<file path="config.mk">
export PLATFORM = sky130hd
export DESIGN_NAME = gpio_apb_arbiter
export DESIGN_NICKNAME = d
export VERILOG_FILES = /design/src/rtl/gpio_apb_arbiter.sv
export SDC_FILE = /design/constraint.sdc
export NUM_CORES = 1
export LEC_CHECK = 0
export ABC_CLOCK_PERIOD_IN_PS = 2710
export BUFFER_PORTS_ARGS = -buffer_cell sky130_fd_sc_hd__buf_2
export CAP_MARGIN = 20
export CORE_ASPECT_RATIO = 1.25
export CORE_MARGIN = 8
export CORE_UTILIZATION = 40
export DETAILED_ROUTE_END_ITERATION = 8
export HOLD_SLACK_MARGIN = 0.02
export PLACE_DENSITY = 0.83
export SYNTH_ARGS = -nofsm -noshare
export SYNTH_HDL_FRONTEND = slang
export SYNTH_SLANG_ARGS = --single-unit
export TNS_END_PERCENT = 5
</file>
<file path="constraint.sdc">
create_clock -name PCLK -period 2.71 [get_ports PCLK]
set_input_delay 0.542 -clock PCLK [delete_from_list [all_inputs] [get_ports PCLK]]
set_output_delay 0.542 -clock PCLK [all_outputs]
set_load 0.1 [all_outputs]
</file>
<file path="src/rtl/gpio_apb_arbiter.sv">
// gpio_apb_arbiter: round-robin arbiter sharing the GPIO APB completer between
// two APB requesters, with an ACCESS-phase timeout that answers PSLVERR.

package config_pkg;
    localparam int unsigned XLEN = 32;
endpackage

module gpio_apb_arbiter #(
    parameter int unsigned XLEN    = config_pkg::XLEN,
    parameter int unsigned ADDR_W  = 8,
    parameter int unsigned TIMEOUT = 16
) (
    input  logic                PCLK,
    input  logic                PRESETn,
    // requester 0
    input  logic                M0_PSEL,
    input  logic                M0_PENABLE,
    input  logic                M0_PWRITE,
    input  logic [ADDR_W-1:0]   M0_PADDR,
    input  logic [XLEN-1:0]     M0_PWDATA,
    input  logic [XLEN/8-1:0]   M0_PSTRB,
    output logic [XLEN-1:0]     M0_PRDATA,
    output logic                M0_PREADY,
    output logic                M0_PSLVERR,
    // requester 1
    input  logic                M1_PSEL,
    input  logic                M1_PENABLE,
    input  logic                M1_PWRITE,
    input  logic [ADDR_W-1:0]   M1_PADDR,
    input  logic [XLEN-1:0]     M1_PWDATA,
    input  logic [XLEN/8-1:0]   M1_PSTRB,
    output logic [XLEN-1:0]     M1_PRDATA,
    output logic                M1_PREADY,
    output logic                M1_PSLVERR,
    // completer
    output logic                S_PSEL,
    output logic                S_PENABLE,
    output logic                S_PWRITE,
    output logic [ADDR_W-1:0]   S_PADDR,
    output logic [XLEN-1:0]     S_PWDATA,
    output logic [XLEN/8-1:0]   S_PSTRB,
    input  logic [XLEN-1:0]     S_PRDATA,
    input  logic                S_PREADY
);

    typedef enum logic [1:0] {ST_IDLE, ST_SETUP, ST_ACCESS} state_t;

    localparam bit          TO_EN = (TIMEOUT != 0);
    localparam int unsigned CNT_W = (TIMEOUT > 2) ? $clog2(TIMEOUT) : 1;

    state_t              r_state, w_next_state;
    logic                r_grant, w_next_grant;   // 0 = M0, 1 = M1
    logic                r_last;                  // requester served most recently
    logic [CNT_W-1:0]    r_cnt;
    logic                w_load, w_done, w_timeout, w_other_req;

    logic                r_s_psel, r_s_penable, r_s_pwrite;
    logic [ADDR_W-1:0]   r_s_paddr;
    logic [XLEN-1:0]     r_s_pwdata;
    logic [XLEN/8-1:0]   r_s_pstrb;

    // Next state, grant selection and combinational requester responses.
    always_comb begin
        w_next_state = r_state;
        w_next_grant = r_grant;
        w_load       = 1'b0;
        w_done       = 1'b0;
        w_timeout    = 1'b0;
        w_other_req  = 1'b0;
        M0_PREADY    = 1'b0;
        M0_PSLVERR   = 1'b0;
        M0_PRDATA    = '0;
        M1_PREADY    = 1'b0;
        M1_PSLVERR   = 1'b0;
        M1_PRDATA    = '0;
        case (r_state)
            ST_IDLE: begin
                if (M0_PSEL || M1_PSEL) begin
                    w_next_state = ST_SETUP;
                    w_load       = 1'b1;
                    if (M0_PSEL && M1_PSEL) w_next_grant = ~r_last;
                    else                    w_next_grant = M1_PSEL;
                end
            end
            ST_SETUP: w_next_state = ST_ACCESS;
            ST_ACCESS: begin
                w_timeout = TO_EN && !S_PREADY && (r_cnt == CNT_W'(TIMEOUT - 1));
                w_done    = S_PREADY || w_timeout;
                if (w_done) begin
                    // The served requester's PSEL still belongs to the finished
                    // transfer, so only the other requester can chain a SETUP.
                    w_other_req = r_grant ? M0_PSEL : M1_PSEL;
                    if (w_other_req) begin
                        w_next_state = ST_SETUP;
                        w_next_grant = ~r_grant;
                        w_load       = 1'b1;
                    end else begin
                        w_next_state = ST_IDLE;
                    end
                    if (!r_grant) begin
                        M0_PREADY  = 1'b1;
                        M0_PSLVERR = w_timeout;
                        M0_PRDATA  = w_timeout ? '0 : S_PRDATA;
                    end else begin
                        M1_PREADY  = 1'b1;
                        M1_PSLVERR = w_timeout;
                        M1_PRDATA  = w_timeout ? '0 : S_PRDATA;
                    end
                end
            end
            default: w_next_state = ST_IDLE;
        endcase
    end

    // State, grant, round-robin pointer and timeout counter registers.
    always_ff @(posedge PCLK or negedge PRESETn) begin
        if (!PRESETn) begin
            r_state <= ST_IDLE;
            r_grant <= 1'b0;
            r_last  <= 1'b1;
            r_cnt   <= '0;
        end else begin
            r_state <= w_next_state;
            r_grant <= w_next_grant;
            if (w_done) r_last <= r_grant;
            if (r_state == ST_SETUP)
                r_cnt <= '0;
            else if (r_state == ST_ACCESS && !S_PREADY && !w_timeout)
                r_cnt <= r_cnt + 1'b1;
        end
    end

    // Registered completer-side control and captured request fields.
    always_ff @(posedge PCLK or negedge PRESETn) begin
        if (!PRESETn) begin
            r_s_psel    <= 1'b0;
            r_s_penable <= 1'b0;
            r_s_pwrite  <= 1'b0;
            r_s_paddr   <= '0;
            r_s_pwdata  <= '0;
            r_s_pstrb   <= '0;
        end else begin
            r_s_psel    <= (w_next_state != ST_IDLE);
            r_s_penable <= (w_next_state == ST_ACCESS);
            if (w_load) begin
                r_s_pwrite <= w_next_grant ? M1_PWRITE : M0_PWRITE;
                r_s_paddr  <= w_next_grant ? M1_PADDR  : M0_PADDR;
                r_s_pwdata <= w_next_grant ? M1_PWDATA : M0_PWDATA;
                r_s_pstrb  <= w_next_grant ? M1_PSTRB  : M0_PSTRB;
            end
        end
    end

    assign S_PSEL    = r_s_psel;
    assign S_PENABLE = r_s_penable;
    assign S_PWRITE  = r_s_pwrite;
    assign S_PADDR   = r_s_paddr;
    assign S_PWDATA  = r_s_pwdata;
    assign S_PSTRB   = r_s_pstrb;

endmodule

</file>
==> impl_metrics.csv, run 1 <==
group,metric,value,unit
synthesis,yosys_most_used_dff,"dfrtp_1",
sta,slew_viol_final,0,
floorplanning,fp.coreArea,7840,um^2
synthesis,ys_seq_elements,55,
sta,fmax,384,MHz
routing,vias,4110,
placed_design,pre_cts_ws,329,ps
synthesis,synth.lib_cells_used.distinct,33,
worst_setup_path,cp_data_required_time,2170,ps
clocking,clk_pin_slew,90,ps
synthesis,synth_nets,564,
grt,grt_pass1_wl,20.5,mm
placed_design,gp_congestion,0.834,
synthesis,synthXorXnorAreaFrac,0,%
worst_setup_path,worstSetupStartpointType,"flip-flop",
worst_setup_path,cp_max_fo,34,
routing,drc,0,
grt,overflow,0,
floorplanning,initial_core_util,41.3,%
sta,period_minus_slack,2600,ps
grt,met3_usage,9.97,%
worst_setup_path,crit_path_max_incr_delay,430,ps
synthesis,syn-cell-area,3240,um^2
worst_setup_path,path_cells,"ha_2 > nand2_1 > or3_1 > buf_8 > nor3_2 > buf_12",
grt,antenna_found_initial,5,
floorplanning,die_h,117,um
synthesis,synth_compound_area_share,25.8,%
routing,drtAntennaViolNets,0,
synthesis,syn_inst,434,
clocking,cts.sinks,55,
synthesis,synth_simple_gate_area_share,22.6,%
clocking,clk-insertion-delay-late,310,ps
sta,setup_viol,0,
clocking,cts-root-buf,"clkbuf_8",
synthesis,synth_top_family_by_area,"compound AO/OA/AOI/OAI gates",
power,power.density,1410,nW/um^2
sta,final_hold_viol_count,0,
floorplanning,die-area,11300,um^2
synthesis,yosysSeqAreaShare,42.5,%
grt,grt_usage,23.3,%
sta,relSlewSlack,46.8,%
grt,use_met2,40.8,%
routing,vias_per_cell,5.48,
placed_design,hpwl,11.0,mm
synthesis,avgSynthCellArea,7.46,um^2
grt,grt_max_degree,47,
sta,hold_ws,120,ps
worst_setup_path,cpMaxStageDelayCell,"dfrtp_1",
finish,drive_gt1_share,50.9,%
clocking,htreeDepth,2,
routing,dr.pass1.iters,4,
finish,nets,783,
synthesis,synth_enable_flop_cells,0,
sta,worst_slack,107,ps
flow_run,maxCapViolCount,0,
worst_setup_path,reg2reg_slack,500,ps
worst_setup_path,path_class,"reg -> out",
worst_setup_path,cp.arrival,2060,ps
synthesis,async_reset_ff_share,100,%
clocking,cts_tree,"yes",
worst_setup_path,cp_top_family,"simple AND/OR/NAND/NOR gates",
synthesis,synth_fa_ha_area_share,0.386,%
synthesis,synth_mux_area_share,0.309,%
grt,grt-busiest-layer,"met2",
placed_design,io_buffers,241,
floorplanning,fp.dieW,96.5,um
routing,wirelength,13.8,mm
routing,wl_per_cell,18.4,um
grt,grt_pass1_vias,4164,
finish,stdcell_area,5760,um^2
clocking,numCtsBuffers,5,
sta,post-route-period-util,96.1,%
clocking,clockBufferDepth,2,
routing,drt_iter0_markers,275,
floorplanning,rows,36,
grt,gr-usage-met1,25.0,%
power,leakage,2.63,nW
finish,area.growth.synth_to_final,77.9,%
sta,clock_skew,3.11,ps
power,peakVddDrop,0.00143,V
hold_path,worstHoldPathType,"in -> async",
run_status,status,"completed",
worst_setup_path,path_buf_inv,2,
sta,worstMarginPinSlew,796,ps
worst_setup_path,cp-end-kind,"output port",
floorplanning,pin_count,244,
placed_design,dpl_cell_area,5630,um^2
synthesis,ys.warnings.count,0,
[cells by family (layout without fill, tap and decap cells)]
family / after synthesis / after routing
buf+inv: 48 / 268
compound gates: 151 / 151
other cells: 0 / 1
mux: 1 / 1
flops: 55 / 55
fa+ha+maj: 1 / 1
simple gates: 178 / 178
[per-layer routing]
metal,routed length [um],share of wire (%)
met1,4850,35
met5,48,0.35
met2,6900,50
met4,191,1.4
met3,1810,13
[metrics by stage]
| stage | std cells | util [%] | TNS (ps) | total power, mW |
|---|---|---|---|---|
| CTS | 749 | 73.3 | 0 | 8.16 |
| global route | 750 | 73.5 | -3.53 | 8.50 |
| finish | 750 | 73.5 | 0 | 8.12 |
| detailed placement | 741 | 71.8 | 0 | 7.58 |
| global placement | 741 | 71.8 | 0 | 7.46 |
| floorplan | 434 | - | -7690 | 6.31 |
[final timing paths]
| path | start | to | cells past startpoint |
|---|---|---|---|
| max in group asynchronous | PRESETn | r_last | 2 |
| min reg2reg | r_last | r_last | 2 |
| min | PRESETn | S_PWDATA[22] | 1 |
| max | r_cnt[0] | M1_PSLVERR | 6 |
| min in group PCLK | r_last | r_last | 2 |
| max reg2reg | r_cnt[0] | S_PWDATA[8] | 7 |
[what timing repair did]
item | in CTS | in global routing
hold buffers | 0 | 0
resized for setup | 1 | 4
pin swaps | 0 | 0
hold endpoints to repair | 0 | 0
endpoints found under the setup margin | 1 | 28
setup buffers | 0 | 0
[cells in the mapped netlist, types with 2 or more instances]
cell | number | area share [%]
a21o_1 | 2 | 0.46
nand3_1 | 6 | 0.93
o21ai_0 | 42 | 6.5
a21oi_1 | 50 | 7.7
nand2b_1 | 3 | 0.58
nor2_1 | 114 | 13
buf_6 | 6 | 2.1
clkbuf_1 | 11 | 1.3
buf_4 | 6 | 1.4
nor4_1 | 2 | 0.39
dfrtp_1 | 54 | 42
inv_1 | 6 | 0.70
a31oi_1 | 46 | 8.9
nor3_1 | 5 | 0.77
o21ai_1 | 6 | 0.93
clkbuf_2 | 5 | 0.77
or3_1 | 2 | 0.39
nand2_1 | 41 | 4.8
buf_2 | 13 | 2.0
[flip-flops by register name (all words and copies together), names as in the netlist]
signal and flops:
r_cnt 4, S_PENABLE 1, S_PWDATA 32, r_state 2, S_PSTRB 4, S_PWRITE 1, r_grant 1, r_last 1
S_PSEL 1, S_PADDR 8
[where the power goes]
part | internal [mW] | switching (mW)
registers | 1.24 | 0.277
clock network | 0.299 | 0.269
logic | 1.27 | 4.77
[placed cells by master, fill, tap and decap left out, drive strengths merged]
| cell | count |
|---|---|
| a211oi | 1 |
| a21o | 2 |
| a21oi | 50 |
| a31o | 1 |
| a31oi | 47 |
| and3 | 1 |
| buf | 253 |
| bufinv | 1 |
| clkbuf | 6 |
| clkinv | 1 |
| dfrtp | 54 |
| dfstp | 1 |
| diode | 1 |
| ha | 1 |
| inv | 7 |
| mux2i | 1 |
| nand2 | 41 |
| nand2b | 4 |
| nand3 | 6 |
| nand4 | 1 |
| nor2 | 115 |
| nor2b | 1 |
| nor3 | 5 |
| nor4 | 2 |
| o21ai | 48 |
| o22ai | 1 |
| o32ai | 1 |
| or3 | 2 |
[cell type report]
type	count	area, um^2
Clock inverter	2	35.0
Antenna cell	1	2.50
Clock buffer	6	82.6
Sequential cell	55	1380
Multi-Input combinational cell	331	1770
Timing Repair Buffer	253	2350
Tap cell	95	119
Fill cell	529	2080
Inverter	7	26.3
Note: power is estimated with default switching activity, not from simulation.
==> inputs of run 2 (changes only) <==
--- a/config.mk
+++ b/config.mk
@@ -13,7 +13,7 @@
 export CORE_UTILIZATION = 40
 export DETAILED_ROUTE_END_ITERATION = 8
 export HOLD_SLACK_MARGIN = 0.02
-export PLACE_DENSITY = 0.83
+export PLACE_DENSITY = 0.8
 export SYNTH_ARGS = -nofsm -noshare
 export SYNTH_HDL_FRONTEND = slang
 export SYNTH_SLANG_ARGS = --single-unit
==> impl_metrics.csv, run 2 (same netlist as run 1, synthesis figures left out) <==
group,metric,value,unit
finish,area.growth.synth_to_final,76.6,%
sta,clock_skew,6.25,ps
routing,wirelength,13.9,mm
clocking,cts.sinks,55,
grt,overflow,0,
routing,drtAntennaViolNets,0,
clocking,clk_pin_slew,100,ps
worst_setup_path,cp.arrival,2020,ps
sta,relSlewSlack,46.5,%
floorplanning,initial_core_util,41.3,%
floorplanning,fp.dieW,96.5,um
clocking,cts_tree,"yes",
floorplanning,fp.coreArea,7840,um^2
sta,worstMarginPinSlew,801,ps
run_status,status,"completed",
worst_setup_path,cp_max_fo,34,
power,power.density,1410,nW/um^2
finish,diodes,0,
routing,vias_per_cell,5.53,
worst_setup_path,r2r_cells,7,
floorplanning,die-area,11300,um^2
floorplanning,rows,36,
sta,rsz0062_at_grt,"no",
clocking,htreeDepth,2,
placed_design,dp_cells,739,
routing,vias,4129,
hold_path,worstHoldPathType,"in -> async",
clocking,clk-insertion-delay-late,310,ps
grt,grt_max_degree,56,
finish,drive_gt1_share,50.5,%
worst_setup_path,startpoint,"r_cnt[0]",
sta,fmax,390,MHz
grt,grt_pass1_wl,21.0,mm
finish,layout_common_cells,"buf_2 (173), buf_12 (70), nor2_1 (57)",
worst_setup_path,r2r_start,"r_cnt[0]",
sta,setup_viol,0,
sta,slew_viol_final,0,
routing,wl_per_cell,18.6,um
worst_setup_path,cp_data_required_time,2170,ps
finish,finalNonFillerCells,747,
sta,period_minus_slack,2570,ps
power,leakage,2.61,nW
placed_design,pre_cts_ws,315,ps
grt,grt_usage,23.8,%
power,peakVddDrop,0.00146,V
clocking,cts_hold_buf,0,
clocking,clockBufferDepth,2,
clocking,numCtsBuffers,5,
floorplanning,pin_count,244,
floorplanning,die_h,117,um
sta,post-route-period-util,94.7,%
placed_design,hpwl,11.0,mm
placed_design,io_buffers,241,
finish,nets,781,
worst_setup_path,worstSetupStartpointType,"flip-flop",
clocking,cts-root-buf,"clkbuf_8",
worst_setup_path,cp-end-kind,"output port",
routing,dr.pass1.iters,5,
flow_run,maxCapViolCount,0,
routing,drc,0,
worst_setup_path,path_class,"reg -> out",
grt,grt_pass1_vias,4277,
grt,antenna_found_initial,6,
worst_setup_path,r2r_end,"S_PADDR[4]",
power,total_power,8.07,mW
sta,final_hold_viol_count,0,
finish,largest_reg_flops,32,
sta,worst_slack,143,ps
placed_design,gp_congestion,0.822,
routing,drt_iter0_markers,262,
finish,mostFrequentLayoutCell,"buf_2",
worst_setup_path,reg2reg_slack,430,ps
## run 2: stage by stage
step / setup TNS, ps / instance area [um^2] / util (%) / hold slack [ps]
5_1_grt: 0 / 5720 / 73.0 / 422
3_5_place_dp: 0 / 5610 / 71.6 / 448
3_3_place_gp: 0 / 5610 / 71.6 / 448
6_report: 0 / 5720 / 73.0 / 364
4_1_cts: 0 / 5720 / 72.9 / 385
2_1_floorplan: -7690 / 3400 / - / 246
## run 2: worst max-delay path, stage by stage (launching register included)
cell	delay, ps
dfrtp_2	450
ha_2	230
nand2_1	90
or3_1	120
buf_6	250
nand2_1	150
nor2_1	210
buf_12	200
## run 2: routing by layer
metal | track usage, % | vias to the layer above | wire, um
met5 | 0 | - | 74
met3 | 10.7 | 35 | 1970
met4 | 6.78 | 10 | 300
met2 | 42.2 | 282 | 6780
li1 | - | 1924 | -
met1 | 24.3 | 1878 | 4790
## run 2: layout make-up
cell class	count	area, um^2
clock buffer	8	100
multi-input combinational	331	1760
sequential	55	1380
timing repair buffer	251	2330
inverter	7	26.3
tap	95	119
fill	562	2120
## run 2: where the power goes
part / switching (mW) / internal [mW]
combinational: 4.79 / 1.27
sequential: 0.277 / 1.24
clock: 0.265 / 0.234
## run 2: worst max-delay path by stage
stage,endpoint,slack [ps],cells after the start
after floorplan,M0_PRDATA[2],-440,5
after global placement,M0_PRDATA[0],410,7
after detailed placement,M0_PRDATA[0],310,7
after CTS,M0_PRDATA[0],60,7
after global routing,M0_PRDATA[3],20,7
final,M0_PRDATA[0],140,7
## run 2: repair_timing
item | 4_1_cts | 5_1_grt
pin swaps | 0 | 0
gates resized for setup | 1 | 2
setup buffers | 0 | 0
setup endpoints to repair | 2 | 55
==> inputs of run 3 (changes only) <==
--- a/config.mk
+++ b/config.mk
@@ -5,7 +5,7 @@
 export SDC_FILE = /design/constraint.sdc
 export NUM_CORES = 1
 export LEC_CHECK = 0
-export ABC_CLOCK_PERIOD_IN_PS = 2710
+export ABC_CLOCK_PERIOD_IN_PS = 3200
 export BUFFER_PORTS_ARGS = -buffer_cell sky130_fd_sc_hd__buf_2
 export CAP_MARGIN = 20
 export CORE_ASPECT_RATIO = 1.25
==> constraint.sdc (replaced) <==
create_clock -name PCLK -period 3.2 [get_ports PCLK]
set_input_delay 0.64 -clock PCLK [delete_from_list [all_inputs] [get_ports PCLK]]
set_output_delay 0.64 -clock PCLK [all_outputs]
set_load 0.1 [all_outputs]
==> impl_metrics.csv, run 3 (same netlist as run 1, synthesis figures left out) <==
group,metric,value,unit
power,total_power,6.80,mW
clocking,cts_tree,"yes",
grt,grt_pass1_wl,20.3,mm
worst_setup_path,r2r_end,"S_PWDATA[4]",
clocking,cts-root-buf,"clkbuf_8",
placed_design,dpl_cell_area,5420,um^2
worst_setup_path,cp-end-kind,"output port",
floorplanning,fp.coreArea,7840,um^2
sta,slew_viol_final,0,
routing,drt_iter0_markers,313,
worst_setup_path,worstSetupStartpointType,"flip-flop",
grt,grt_max_degree,47,
routing,vias,4085,
sta,relSlewSlack,40.1,%
worst_setup_path,path_cells,"ha_1 > nand2_1 > or3_1 > buf_4 > nor3_1 > buf_12",
floorplanning,pin_count,244,
floorplanning,die_h,117,um
power,leakage,2.61,nW
sta,fmax,348,MHz
clocking,post_cts_buffers,0,
routing,drtAntennaViolNets,0,
sta,worstMarginPinSlew,896,ps
clocking,clk_pin_slew,100,ps
finish,nets,780,
floorplanning,fp.dieW,96.5,um
routing,dr.pass1.iters,5,
power,peakVddDrop,0.00114,V
worst_setup_path,path_class,"reg -> out",
grt,grt_usage,22.8,%
sta,period_minus_slack,2870,ps
worst_setup_path,r2r_start,"r_state[0]",
sta,worst_slack,325,ps
finish,diodes,0,
sta,setup_viol,0,
worst_setup_path,cp_data_required_time,2560,ps
placed_design,hpwl,10.7,mm
flow_run,maxCapViolCount,0,
placed_design,pre_cts_ws,584,ps
clocking,htreeDepth,2,
clocking,cts_hold_buf,0,
hold_path,worstHoldPathType,"in -> async",
clocking,clockBufferDepth,2,
finish,largest_reg_flops,32,
worst_setup_path,reg2reg_slack,770,ps
clocking,cts.sinks,55,
grt,overflow,0,
finish,area.growth.synth_to_final,70.6,%
floorplanning,die-area,11300,um^2
run_status,status,"completed",
grt,grt_pass1_vias,4093,
finish,finalNonFillerCells,745,
worst_setup_path,crit_path_max_incr_delay,420,ps
finish,stdcell_area,5530,um^2
worst_setup_path,cp_max_fo,34,
clocking,cts-resized-gates,0,
placed_design,io_buffers,241,
clocking,numCtsBuffers,5,
worst_setup_path,r2r_cells,5,
finish,layout_common_cells,"buf_2 (173), nor2_1 (114), buf_12 (69)",
finish,final_util,70.5,%
routing,vias_per_cell,5.48,
clocking,clk-insertion-delay-late,310,ps
placed_design,gp_congestion,0.840,
floorplanning,initial_core_util,41.3,%
sta,hold_ws,240,ps
routing,drc,0,
finish,drive_gt1_share,40.6,%
sta,rsz0062_at_grt,"no",
finish,fillers,600,
routing,wirelength,13.5,mm
finish,mostFrequentLayoutCell,"buf_2",
routing,wl_per_cell,18.1,um
sta,final_hold_viol_count,0,
worst_setup_path,path_buf_inv,2,
sta,clock_skew,11.1,ps
placed_design,dp_cells,738,
sta,tns,0,ps
grt,antenna_found_initial,0,
worst_setup_path,cpMaxStageDelayCell,"dfrtp_1",
floorplanning,rows,36,
worst_setup_path,cp.arrival,2230,ps
power,power.density,1230,nW/um^2
worst_setup_path,cp_top_family,"simple AND/OR/NAND/NOR gates",
sta,post-route-period-util,89.8,%
[run 3: metal layers]
layer  part of all wire (%)  vias to the layer above  track usage (%)
li1                       -                     1919                -
met1                     33                     1884             22.8
met2                     49                      261             40.1
met3                     16                       21             11.4
met4                    1.5                        0             6.48
met5                      0                        -                0
[run 3: worst max-delay path by stage]
stage,start,to,cells past startpoint
2_1_floorplan,S_PREADY,M0_PSLVERR,4
5_1_grt,r_cnt[0],M0_PSLVERR,6
3_5_place_dp,S_PREADY,M0_PSLVERR,5
3_3_place_gp,S_PREADY,M1_PSLVERR,5
4_1_cts,r_cnt[0],M0_PSLVERR,6
6_report,r_cnt[0],M0_PSLVERR,6
[run 3: report_power, final]
group / total [mW] / switching, mW / leakage (nW) / internal [mW]
clock network: 0.437 / 0.207 / 0.0513 / 0.230
registers: 1.28 / 0.230 / 0.629 / 1.05
logic: 5.09 / 4.01 / 1.93 / 1.07
total: 6.80 / 4.45 / 2.61 / 2.35
[run 3: cell type report]
type	instances	area (um^2)	area share (%)
timing repair buffer	250	2310	41.7
multi-input combinational	331	1590	28.8
sequential	55	1380	24.9
tap	95	119	2.15
clock buffer	6	72.6	1.31
clock inverter	1	30.0	0.543
inverter	7	26.3	0.475
